File: config.mk
export PLATFORM = sky130hd
export DESIGN_NAME = keypad_matrix_scanner
export DESIGN_NICKNAME = d
export VERILOG_FILES = /design/src/rtl/keypad_matrix_scanner.sv
export SDC_FILE = /design/constraint.sdc
export NUM_CORES = 1
export LEC_CHECK = 0
export ABC_AREA = 1
export CAP_MARGIN = 20
export CELL_PAD_IN_SITES_DETAIL_PLACEMENT = 0
export CELL_PAD_IN_SITES_GLOBAL_PLACEMENT = 1
export CORE_UTILIZATION = 38
export DETAILED_ROUTE_END_ITERATION = 8
export PLACE_DENSITY = 0.81
export SYNTH_ARGS = -nofsm -noshare
export SYNTH_HDL_FRONTEND = slang
export SYNTH_SLANG_ARGS = --single-unit
File: constraint.sdc
create_clock -name clk -period 1.9 [get_ports clk]
set_clock_uncertainty 0.15 [all_clocks]
set_input_delay 0.19 -clock clk [delete_from_list [all_inputs] [get_ports clk]]
set_output_delay 0.19 -clock clk [all_outputs]
set_load 0.02 [all_outputs]
File: src/rtl/keypad_matrix_scanner.sv
// keypad_matrix_scanner
// Scans the 5x5 push-button matrix one row at a time and rebuilds a debounced
// 25-bit button vector, btn[5*row+col]. A one-cycle press event reports the
// lowest-indexed newly pressed button whenever btn gains set bits.
//
// Timing with S = SETTLE_CYCLES:
//   row r is driven for S cycles and its columns are captured on the last
//   dwell edge. The capture of row 4 also evaluates the whole frame, so
//   frame results land every 5*S cycles.

module keypad_matrix_scanner #(
    parameter int unsigned SETTLE_CYCLES  = 1000,
    parameter int unsigned DEBOUNCE_SCANS = 4
) (
    input  logic        clk,
    input  logic        rst,
    input  logic [4:0]  col_n,
    output logic [4:0]  row_n,
    output logic [24:0] btn,
    output logic        frame_done,
    output logic        press,
    output logic [3:0]  press_row,
    output logic [3:0]  press_col
);

    localparam int unsigned DW = (SETTLE_CYCLES > 2) ? $clog2(SETTLE_CYCLES) : 1;
    localparam logic [DW-1:0] DWELL_LAST = DW'(SETTLE_CYCLES - 1);
    localparam logic [3:0]    DEB_TARGET = 4'(DEBOUNCE_SCANS);

    typedef enum logic [2:0] {
        ROW0 = 3'd0,
        ROW1 = 3'd1,
        ROW2 = 3'd2,
        ROW3 = 3'd3,
        ROW4 = 3'd4
    } row_t;

    // Two-stage synchronizer for the asynchronous column inputs.
    logic [4:0]    col_meta;
    logic [4:0]    col_sync;

    // Scan state.
    row_t          row;
    row_t          next_row;
    logic [DW-1:0] dwell;
    logic          sample_edge;

    // Rows 0..3 of the frame under construction; row 4 is taken directly
    // from the synchronizer on the evaluating edge.
    logic [19:0]   raw;
    logic [24:0]   prev_raw;
    logic [3:0]    stable;

    // Frame evaluation terms.
    logic [4:0]    col_now;
    logic [24:0]   new_raw;
    logic [3:0]    stable_next;
    logic          update;
    logic [24:0]   rise;
    logic [3:0]    lo_row;
    logic [3:0]    lo_col;

    // Resynchronize the column inputs into the clock domain.
    always_ff @(posedge clk) begin
        if (rst) begin
            col_meta <= '1;
            col_sync <= '1;
        end else begin
            col_meta <= col_n;
            col_sync <= col_meta;
        end
    end

    // Active-high column view and the row sequence.
    always_comb begin
        col_now     = ~col_sync;
        sample_edge = (dwell == DWELL_LAST);
        case (row)
            ROW0:    next_row = ROW1;
            ROW1:    next_row = ROW2;
            ROW2:    next_row = ROW3;
            ROW3:    next_row = ROW4;
            default: next_row = ROW0;
        endcase
    end

    // Dwell on each row, then advance; row_n rotates its single low bit.
    always_ff @(posedge clk) begin
        if (rst) begin
            dwell <= '0;
            row   <= ROW0;
            row_n <= 5'b11110;
        end else if (sample_edge) begin
            dwell <= '0;
            row   <= next_row;
            row_n <= {row_n[3:0], row_n[4]};
        end else begin
            dwell <= dwell + 1'b1;
        end
    end

    // Store the sampled columns of rows 0..3 at the end of each dwell.
    always_ff @(posedge clk) begin
        if (rst) begin
            raw <= '0;
        end else if (sample_edge) begin
            case (row)
                ROW0:    raw[4:0]   <= col_now;
                ROW1:    raw[9:5]   <= col_now;
                ROW2:    raw[14:10] <= col_now;
                ROW3:    raw[19:15] <= col_now;
                default: ;
            endcase
        end
    end

    // Debounce decision for the frame completed on this edge, and the
    // lowest set bit of the rising set for the press report.
    always_comb begin
        new_raw = {col_now, raw};
        if (new_raw == prev_raw) begin
            stable_next = (stable >= DEB_TARGET) ? DEB_TARGET : stable + 4'd1;
        end else begin
            stable_next = 4'd1;
        end
        update = (stable_next == DEB_TARGET) && (new_raw != btn);
        rise   = new_raw & ~btn;
        lo_row = '0;
        lo_col = '0;
        // Walk downward so the last hit written is the lowest index.
        for (int unsigned i = 25; i > 0; i--) begin
            if (rise[i-1]) begin
                lo_row = 4'((i - 1) / 5);
                lo_col = 4'((i - 1) % 5);
            end
        end
    end

    // Frame evaluation on the row-4 capture edge: debounce, btn update,
    // frame_done and press pulses.
    always_ff @(posedge clk) begin
        if (rst) begin
            prev_raw   <= '0;
            stable     <= '0;
            btn        <= '0;
            frame_done <= 1'b0;
            press      <= 1'b0;
            press_row  <= '0;
            press_col  <= '0;
        end else begin
            frame_done <= 1'b0;
            press      <= 1'b0;
            if (sample_edge && (row == ROW4)) begin
                prev_raw   <= new_raw;
                stable     <= stable_next;
                frame_done <= 1'b1;
                if (update) begin
                    btn <= new_raw;
                    if (|rise) begin
                        press     <= 1'b1;
                        press_row <= lo_row;
                        press_col <= lo_col;
                    end
                end
            end
        end
    end

endmodule

# Word level (Yosys, flattened, before mapping)
# Index checks and enable logic that the tools add are counted.
[word_totals] ff_bits=112 inputBits=7 output_inout_bits=40 wordCells=98
[op_classes] addsub=2 order_cmp=1 n_eq_ne=8 muxes=54 bitwise=5 n_reduce_logical=12
[ops] cell="$mux W4" n=50
[ops] cell="$and A25 B25 Y25" n=1
[ops] cell="$eq A25 B25 Y1" n=1
[ops] cell="$ne A25 B25 Y1" n=1
[ops] cell="$not A25 Y25" n=1
[ops] cell="$reduce_or A25 Y1" n=1
[ops] cell="$pmux W3 S4" n=1
[ops] cell="$add A10 B1 Y10 const B" n=1
[ops] cell="$eq A10 B10 Y1 const B" n=1
[ops] cell="$reduce_and A2 Y1" n=5
[ops] cell="$eq A3 B2 Y1 const B" n=2
[ops] cell="$not A5 Y5" n=1
[ops] cell="$add A4 B1 Y4 const B" n=1
[ops] cell="$eq A4 B3 Y1 const B" n=1
[ops] cell="$ge A4 B3 Y1 const B" n=1
[ops] cell="$eq A3 B1 Y1 const B" n=1
[ops] cell="$eq A3 B3 Y1 const B" n=1
[ops] cell="$logic_not A3 Y1" n=1
[ops] cell="$mux W3" n=1
[ops] cell="$reduce_and A3 Y1" n=1
[ops] cell="$reduce_or A3 Y1" n=1
[ops] cell="$logic_and A1 B1 Y1" n=2
[ops] cell="$mux W1" n=2
[ops] cell="$not A1 Y1" n=2
[ops] cell="$reduce_or A2 Y1" n=1

# Logic depth before layout (Yosys ltp)
# Gate-level depths: netlist of run 1.
[logic_depth] depth_word=27 mapped_depth=23 depth_no_buf=23

# Worst setup path before layout of run 1
# OpenSTA, ideal clock, no wires.
[synth_timing] path_kind="register -> register" start="register dwell[0]" end="register btn[22]" setup_time_ns=0.118 t_arrival_ns=1.783 required_time_ns=1.632 slack_ns=-0.151 path_stages_with_launch=12 path_buffers=1 period_less_slack_ns=2.051 path_cell_list="dfxtp_1 -> ha_1 -> nand2_1 -> nor4_1 -> nand3_1 -> inv_1 -> nand3b_1 -> nor2_4 -> inv_2 -> buf_6 -> o21ai_1 -> a21oi_1"
[synth_between] elab_chain_cells=3
[synth_lines] element="start, declared" line="45" text="logic [DW-1:0] dwell;"
[synth_lines] element="start signal, assigned" line="98" text="dwell <= dwell + 1'b1;"
[synth_lines] element="$eq A10 B10 Y1" line="77" text="sample_edge = (dwell == DWELL_LAST);"
[synth_lines] element="$logic_and A1 B1 Y1" line="153" text="if (sample_edge && (row == ROW4)) begin"
[synth_lines] element="$reduce_and A2 Y1 (no line)"
[synth_lines] element="end signal, assigned" line="158" text="btn <= new_raw;"
[synth_lines] element="end, declared" line="19" text="output logic [24:0] btn,"
# Every way passes these cells.
# A chain may end at the register's enable or synchronous reset.

# Worst setup path after layout of run 1
[layout_timing] start="register raw[12]" end="register btn[2]"
[layout_between] elab_chain_cells=5 word_cells_on_any_way=6 classes_between="eq/ne: 3; mux: 1; reduce/logical: 2"
[layout_lines] element="start, declared" line="50" text="logic [19:0] raw;"
[layout_lines] element="start signal, assigned" line="110" text="ROW2: raw[14:10] <= col_now;"
[layout_lines] element="$eq A25 B25 Y1" line="121" text="if (new_raw == prev_raw) begin"
[layout_lines] element="$mux W4" line="121"
[layout_lines] element="$eq A4 B3 Y1" line="126" text="update = (stable_next == DEB_TARGET) && (new_raw != btn);"
[layout_lines] element="$logic_and A1 B1 Y1 (*)" line="126"
[layout_lines] element="$reduce_and A2 Y1 (no line) (*)"
# Mark *: on every way between the ends. The rest lies on a longest branch, timed or not.

==> out/metrics.csv, run 1 <==
stage,metric,value,unit
global_routing,met1_usage,0.293,
sta,period_minus_slack,2.35,ns
sta,tightest_slew,0.558,ns
synthesis,yosysSeqAreaShare,0.448,
detailed_routing,drtPass1Iterations,5,
die,initial_core_util,0.389,
sta,rsz0062_at_grt,yes,
sta,setup_violations,81,
global_routing,grt_use_met3,0.0335,
final_layout,nNetsFinal,832,
synthesis,ys_types,36,
global_routing,grt_use_total,0.239,
detailed_routing,dr.first_iter.drc_count,277,
critical_path,r2r-start,raw[12]$_SDFFE_PP0P_,
critical_path,crit_arrival,2.49,ns
global_routing,grt_max_degree,41,
global_routing,overflow,0,
clock_tree,numCtsBuffers,9,
power,p_comb_frac,0.052,
status,failed_checks,setup timing,
min_path,min-delay-start,col_n[4],
min_path,min_to,col_meta[4]$_SDFF_PP1_,
clock_tree,cts.sinks,110,
power,p_switching,1.04,mW
power,p_leak,3.20,nW
critical_path,critPathCaptureType,flip-flop,
final_layout,fin_area,7690,um^2
global_routing,grt_antenna_before_repair,0,
power,sequentialPowerShare,0.525,
run,drv_cap,0,
final_layout,utilization,0.610,
die,die_h,116,um
clock_tree,cts_tree,done,
placement,dp_hpwl,9980,um
power,pwr-share-clk,0.423,
sta,post-route-period-util,1.24,
clock_tree,insertion_delay,0.36,ns
final_layout,drive_gt1_frac,0.392,
min_path,worstHoldPathType,in -> reg,
global_routing,grt_pass1_vias,4764,
die,core-area,12600,um^2
synthesis,avgSynthCellArea,7.86,um^2
final_layout,stdcell_count,974,
die,ios,47,
final_layout,layout_common_cells,"buf_4 (103), dfxtp_1 (95), inv_1 (82)",
detailed_routing,drc,0,
clock_tree,cts_max_level,3,
placement,dp.cells,926,
synthesis,ys_ff_latch,110,
synthesis,netlist_instances,625,
power,cellPowerDensity,576,nW/um^2
final_layout,num-fill-cells,1095,
critical_path,crit_type,reg -> reg,
critical_path,critPathRequiredTime,2.04,ns
global_routing,grt-busiest-layer,met2,
critical_path,crit_fanout,5,
placement,place_congestion,0.937,
critical_path,r2r-end,btn[2]$_SDFFE_PP0P_,
min_path,hold_path_depth,2,
sta,slew_viol_final,0,
sta,max_slew_margin,0.625,
synthesis,synth_area,4910,um^2
critical_path,cp-start-kind,flip-flop,
final_layout,layout_commonest_cell,buf_4,
clock_tree,path_clk_slew,0.07,ns
power,p_sw_frac,0.235,
die,design.die.area,13400,um^2
detailed_routing,vias_per_cell,5.06,
sta,hold_viol,0,
critical_path,r2r_slack,-0.45,ns
power,peakVddDrop,511,uV
final_layout,num_antenna_cells,0,
critical_path,reg2regPathDepth,11,
clock_tree,cts.path.max_buffers,2,
die,rows,41,
die,die_x,116,um
detailed_routing,wire_per_inst,16.1,um
global_routing,use_met2,0.411,
detailed_routing,drt_wl_total,15700,um
sta,max_freq,426,MHz
placement,post_dp_cell_area,6330,um^2
final_layout,area_growth,56.7,%
power,p_total,4.43,mW
clock_tree,cts_hold_buf,0,
placement,numPortBuffers,44,
detailed_routing,postRouteAntennaNets,0,
clock_tree,clockRootBuffer,clkbuf_16,
status,status,"complete, but fails checks",
detailed_routing,vias,4924,
global_routing,grt_pass1_wl,24200,um
synthesis,ys_warn_count,0,
sta,setup_ws,-0.447,ns
power,power.internal,3.39,mW
-- worst max path at each step --
stage / startpoint / to / slack (ns) / depth (start not counted)
floorplan: raw[8]$_SDFFE_PP0P_ / btn[22]$_SDFFE_PP0P_ / -0.05 / 12
global placement: raw[18]$_SDFFE_PP0P_ / press_col[2]$_SDFFE_PP0P_ / -0.33 / 13
detailed placement: raw[18]$_SDFFE_PP0P_ / btn[20]$_SDFFE_PP0P_ / -0.38 / 11
CTS: prev_raw[12]$_SDFFE_PP0P_ / press_row[1]$_SDFFE_PP0P_ / -0.31 / 12
global route: raw[12]$_SDFFE_PP0P_ / btn[2]$_SDFFE_PP0P_ / -0.59 / 11
finish: raw[12]$_SDFFE_PP0P_ / btn[2]$_SDFFE_PP0P_ / -0.45 / 11
-- power groups by stage --
stage / combinational [mW] / clock (mW) / sequential (mW)
global route: 0.249 / 1.98 / 2.33
global placement: 0.188 / 0 / 2.38
detailed placement: 0.191 / 0 / 2.38
floorplan: 0.101 / 0 / 2.38
CTS: 0.214 / 1.89 / 2.33
finish: 0.231 / 1.87 / 2.33
-- Yosys cell counts --
cell type  instances  area share
clkinv_2           1      0.0010
conb_1             1     0.00076
nand3_1           20       0.020
nand2_1           74       0.057
nor3_1             8      0.0082
buf_2              3      0.0031
buf_4              2      0.0031
nor3b_1            2      0.0031
clkinv_1           1     0.00076
nor4_1             4      0.0051
clkbuf_1          15       0.011
buf_6              3      0.0069
nand4_1            8       0.010
a211oi_1           6      0.0092
o21ai_1           19       0.019
a21oi_1           74       0.075
inv_1             86       0.066
nand3b_1           2      0.0031
and2_0             1      0.0013
o211ai_1           2      0.0031
xnor2_1           15       0.027
a31o_2             1      0.0018
nor3_2             2      0.0041
nor2_1            52       0.040
nor2_4             1      0.0023
ha_1              28       0.071
o21ai_0           50       0.051
nand2_4            1      0.0023
a31oi_1            3      0.0038
inv_2              1     0.00076
o22ai_1            3      0.0038
buf_1              3      0.0023
xor2_1             8       0.014
or2_2             12       0.015
o31ai_1            3      0.0046
dfxtp_1          110        0.45
-- flip-flops by register name, summed over array words and instances (netlist names) --
name,cells
stable,4
dwell,10
raw,20
btn,25
prev_raw,25
press_col,3
row_n,5
frame_done,1
col_sync,5
row,3
press_row,3
col_meta,5
press,1
-- timing repair --
| item | CTS | global route |
|---|---|---|
| endpoints found under the setup margin | 88 | 98 |
| cloned | 7 | 2 |
| resized for setup | 167 | 78 |
| pin swaps | 24 | 18 |
| setup buffers | 18 | 14 |
-- logic make-up after synthesis --
family / share of synthesized area
AO/OA/AOI/OAI: 0.172
other: 0.000764
XOR/XNOR: 0.0410
buffers and inverters: 0.0950
AND/OR/NAND/NOR: 0.171
flip-flops: 0.448
adder cells (fa/ha/maj): 0.0713
-- layer usage --
layer / part of all wire / vias to the layer above
met1: 0.43 / 2364
met3: 0.040 / 29
met4: 0.030 / 0
met5: 0 / -
met2: 0.50 / 132
li1: - / 2399
-- area by class of cell --
class	count	area (um^2)	share of cell area
tap	172	215	0.0280
clock inverter	5	41.3	0.00537
inverter	89	354	0.0460
clock buffer	11	253	0.0329
multi-input combinational	401	2850	0.370
sequential	110	2220	0.289
timing repair buffer	186	1760	0.229
-- critical path, stage by stage (launching register included) --
cell and delay, ns:
dfxtp_2 0.34, xnor2_2 0.17, nand3_2 0.13, nor3_4 0.22, nand4_1 0.14, nor3_2 0.24, nand3b_1 0.17, nor2_4 0.23
buf_6 0.17, clkbuf_16 0.15, o21ai_2 0.05, a21oi_1 0.11
-- metrics by stage --
step / worst slack (ns) / TNS [ns] / hold slack (ns)
after floorplan: -0.0466 / -0.368 / 0.144
after global placement: -0.332 / -11.51 / 0.252
after detailed placement: -0.380 / -15.00 / 0.250
after CTS: -0.306 / -12.19 / 0.236
after global routing: -0.591 / -30.39 / 0.243
final: -0.447 / -21.02 / 0.236
Note: power is estimated with default switching activity, not from simulation.
==> run 2, diff against run 1 <==
--- a/config.mk
+++ b/config.mk
@@ -7,9 +7,10 @@
 export LEC_CHECK = 0
 export ABC_AREA = 1
 export CAP_MARGIN = 20
-export CELL_PAD_IN_SITES_DETAIL_PLACEMENT = 0
+export CELL_PAD_IN_SITES_DETAIL_PLACEMENT = 1
 export CELL_PAD_IN_SITES_GLOBAL_PLACEMENT = 1
 export CORE_UTILIZATION = 38
+export CTS_CLUSTER_DIAMETER = 120
 export DETAILED_ROUTE_END_ITERATION = 8
 export PLACE_DENSITY = 0.81
 export SYNTH_ARGS = -nofsm -noshare
==> out/metrics.csv, run 2 (synthesized netlist as in run 1, its figures left out) <==
stage,metric,value,unit,change
critical_path,reg2regPathDepth,10,,-1
min_path,hold_path_depth,2,,unchanged
sta,slew_viol_final,0,,unchanged
sta,hold_viol,0,,unchanged
detailed_routing,postRouteAntennaNets,0,,unchanged
clock_tree,cts_hold_buf,0,,unchanged
detailed_routing,drt_wl_total,27700,um,+76%
die,rows,41,,unchanged
global_routing,use_met2,0.650,,+0.239
power,p_leak,3.26,nW,+2.0%
detailed_routing,drtPass1Iterations,5,,unchanged
sta,tightest_slew,0.895,ns,+0.337 ns
final_layout,layout_common_cells,"buf_4 (106), dfxtp_1 (93), inv_1 (79)",,
critical_path,cpLargestDelayFamily,simple AND/OR/NAND/NOR gates,,
critical_path,cp_slowest_stage_delay,0.45,ns,+0.11 ns
sta,max_freq,369,MHz,-13%
final_layout,reg.largest.list,"btn: 25 flops, prev_raw: 25 flops, raw: 20 flops",,
global_routing,grt_pass1_vias,6101,,+28%
critical_path,critPathCaptureType,flip-flop,,
clock_tree,cts.sinks,110,,unchanged
detailed_routing,vias_per_cell,5.91,,+17%
power,pwr-share-clk,0.445,,+0.022
status,status,"complete, but fails checks",,
placement,place_congestion,0.937,,unchanged
critical_path,cp-start-kind,flip-flop,,
critical_path,slowest_stage,dfxtp_1,,
final_layout,num-fill-cells,1391,,+27%
sta,max_slew_margin,0.399,,-0.226
sta,setup_ws,-0.811,ns,-0.365 ns
power,power.internal,3.50,mW,+3.1%
final_layout,layout_commonest_cell,buf_4,,
power,p_switching,1.23,mW,+18%
sta,period_minus_slack,2.71,ns,+0.365 ns
final_layout,num_antenna_cells,0,,unchanged
sta,setup_violations,95,,+17%
detailed_routing,dr.first_iter.drc_count,467,,+69%
status,failed_checks,setup timing,,
critical_path,r2r-start,raw[18]$_SDFFE_PP0P_,,
sta,holdWs,0.214,ns,-0.0222 ns
power,p_comb_frac,0.062,,+0.010
critical_path,path_cells,"xor2_1, nor4_4, nand3_1, nor3_2, nand3b_1, nor2_4, buf_12, buf_12, o21ai_4, a21oi_1",,
clock_tree,clockRootBuffer,clkbuf_16,,
die,ios,47,,unchanged
placement,dp_hpwl,12200,um,+23%
final_layout,nNetsFinal,838,,+0.72%
critical_path,crit_type,reg -> reg,,
critical_path,startpoint,raw[18]$_SDFFE_PP0P_,,
power,p_total,4.72,mW,+6.6%
detailed_routing,drc,0,,unchanged
detailed_routing,wire_per_inst,28.2,um,+75%
critical_path,critPathRequiredTime,2.04,ns,about the same
global_routing,overflow,0,,unchanged
clock_tree,cts_max_level,3,,unchanged
global_routing,grt-busiest-layer,met2,,
power,sequentialPowerShare,0.493,,-0.032
global_routing,grt_use_total,0.354,,+0.116
sta,rsz0062_at_grt,yes,,
critical_path,path_buf_inv,2,,unchanged
clock_tree,insertion_delay,0.38,ns,+0.02 ns
clock_tree,cts.path.max_buffers,2,,unchanged
clock_tree,cts_tree,done,,
global_routing,grt_use_met3,0.0628,,+0.0293
die,die_h,116,um,unchanged
global_routing,grt_antenna_before_repair,0,,unchanged
die,initial_core_util,0.389,,unchanged
die,core-area,12600,um^2,unchanged
global_routing,grt_max_degree,41,,unchanged
detailed_routing,vias,5796,,+18%
sta,post-route-period-util,1.43,,+0.192
power,cellPowerDensity,582,nW/um^2,+0.91%
critical_path,cp_common_cell,buf_12,,
power,p_sw_frac,0.259,,+0.0245
die,design.die.area,13400,um^2,unchanged
min_path,min-delay-start,col_n[0],,
clock_tree,numCtsBuffers,9,,unchanged
power,peakVddDrop,626,uV,+22%
global_routing,met1_usage,0.357,,+0.0646
clock_tree,path_clk_slew,0.08,ns,about the same
run,drv_cap,0,,unchanged
placement,numPortBuffers,44,,unchanged
final_layout,drive_gt1_frac,0.455,,+0.0639
critical_path,crit_fanout,8,,+3
critical_path,cp.depth,10,,-1
final_layout,area_growth,65.4,%,
min_path,worstHoldPathType,in -> reg,,
die,die_x,116,um,unchanged
global_routing,grt_pass1_wl,34600,um,+43%
critical_path,crit_arrival,2.85,ns,+0.36 ns
[run 2: changes by cell type in the layout (fill, tap and decap cells not counted), moves of 3 or more]
| cell | previous run | this run |
|---|---|---|
| a21oi_1 | 43 | 22 |
| a21oi_2 | 30 | 49 |
| buf_4 | 103 | 106 |
| dfxtp_4 | 0 | 3 |
| ha_1 | 27 | 24 |
| inv_1 | 82 | 79 |
| inv_2 | 4 | 7 |
| nand2_1 | 66 | 59 |
| nand2_2 | 4 | 10 |
| o21ai_1 | 12 | 6 |
| o21ai_4 | 7 | 17 |
[run 2: through the flow]
stage	util	setup TNS, ns	instance area, um^2	setup WS [ns]	instances
2_1_floorplan	-	-0.368	4930	-0.0466	626
3_3_place_gp	0.502	-11.51	6330	-0.332	926
3_5_place_dp	0.502	-21.37	6330	-0.546	926
4_1_cts	0.602	-16.96	7600	-0.336	974
5_1_grt	0.644	-36.61	8120	-0.819	980
6_report	0.644	-32.75	8120	-0.811	980
[run 2: area by class of cell]
| class | instances | area [um^2] | share of cell area |
|---|---|---|---|
| well taps | 172 | 215 | 0.0265 |
| repair buffers | 192 | 1850 | 0.227 |
| flip-flops and latches | 110 | 2230 | 0.275 |
| inverters | 89 | 357 | 0.0439 |
| clock buffers | 12 | 246 | 0.0303 |
| multi-input cells | 401 | 3170 | 0.391 |
| clock inverters | 4 | 55.1 | 0.00678 |
[run 2: power groups by stage]
stage / combinational [mW] / clock [mW] / sequential [mW]
after floorplan: 0.101 / 0 / 2.38
after global placement: 0.188 / 0 / 2.38
after detailed placement: 0.197 / 0 / 2.38
after CTS: 0.237 / 1.99 / 2.33
after global routing: 0.299 / 2.18 / 2.33
final: 0.291 / 2.10 / 2.33
[run 2: worst paths after layout]
path / to / slack (ns)
setup / recovery: btn[19]$_SDFFE_PP0P_ / -0.81
hold / removal: col_meta[0]$_SDFF_PP1_ / 0.21
setup reg to reg: btn[19]$_SDFFE_PP0P_ / -0.81
hold reg to reg: col_sync[2]$_SDFF_PP1_ / 0.27
[run 2: layer usage]
layer,routed length (um),up-vias
li1,-,2400
met1,9950,2829
met2,13300,373
met3,1850,194
met4,2590,0
met5,0,-
[run 2: what timing repair did]
action	CTS	global route
setup buffers	26	12
pin swaps	28	24
gates resized for setup	205	119
endpoints found under the setup margin	90	99
cloned	9	1
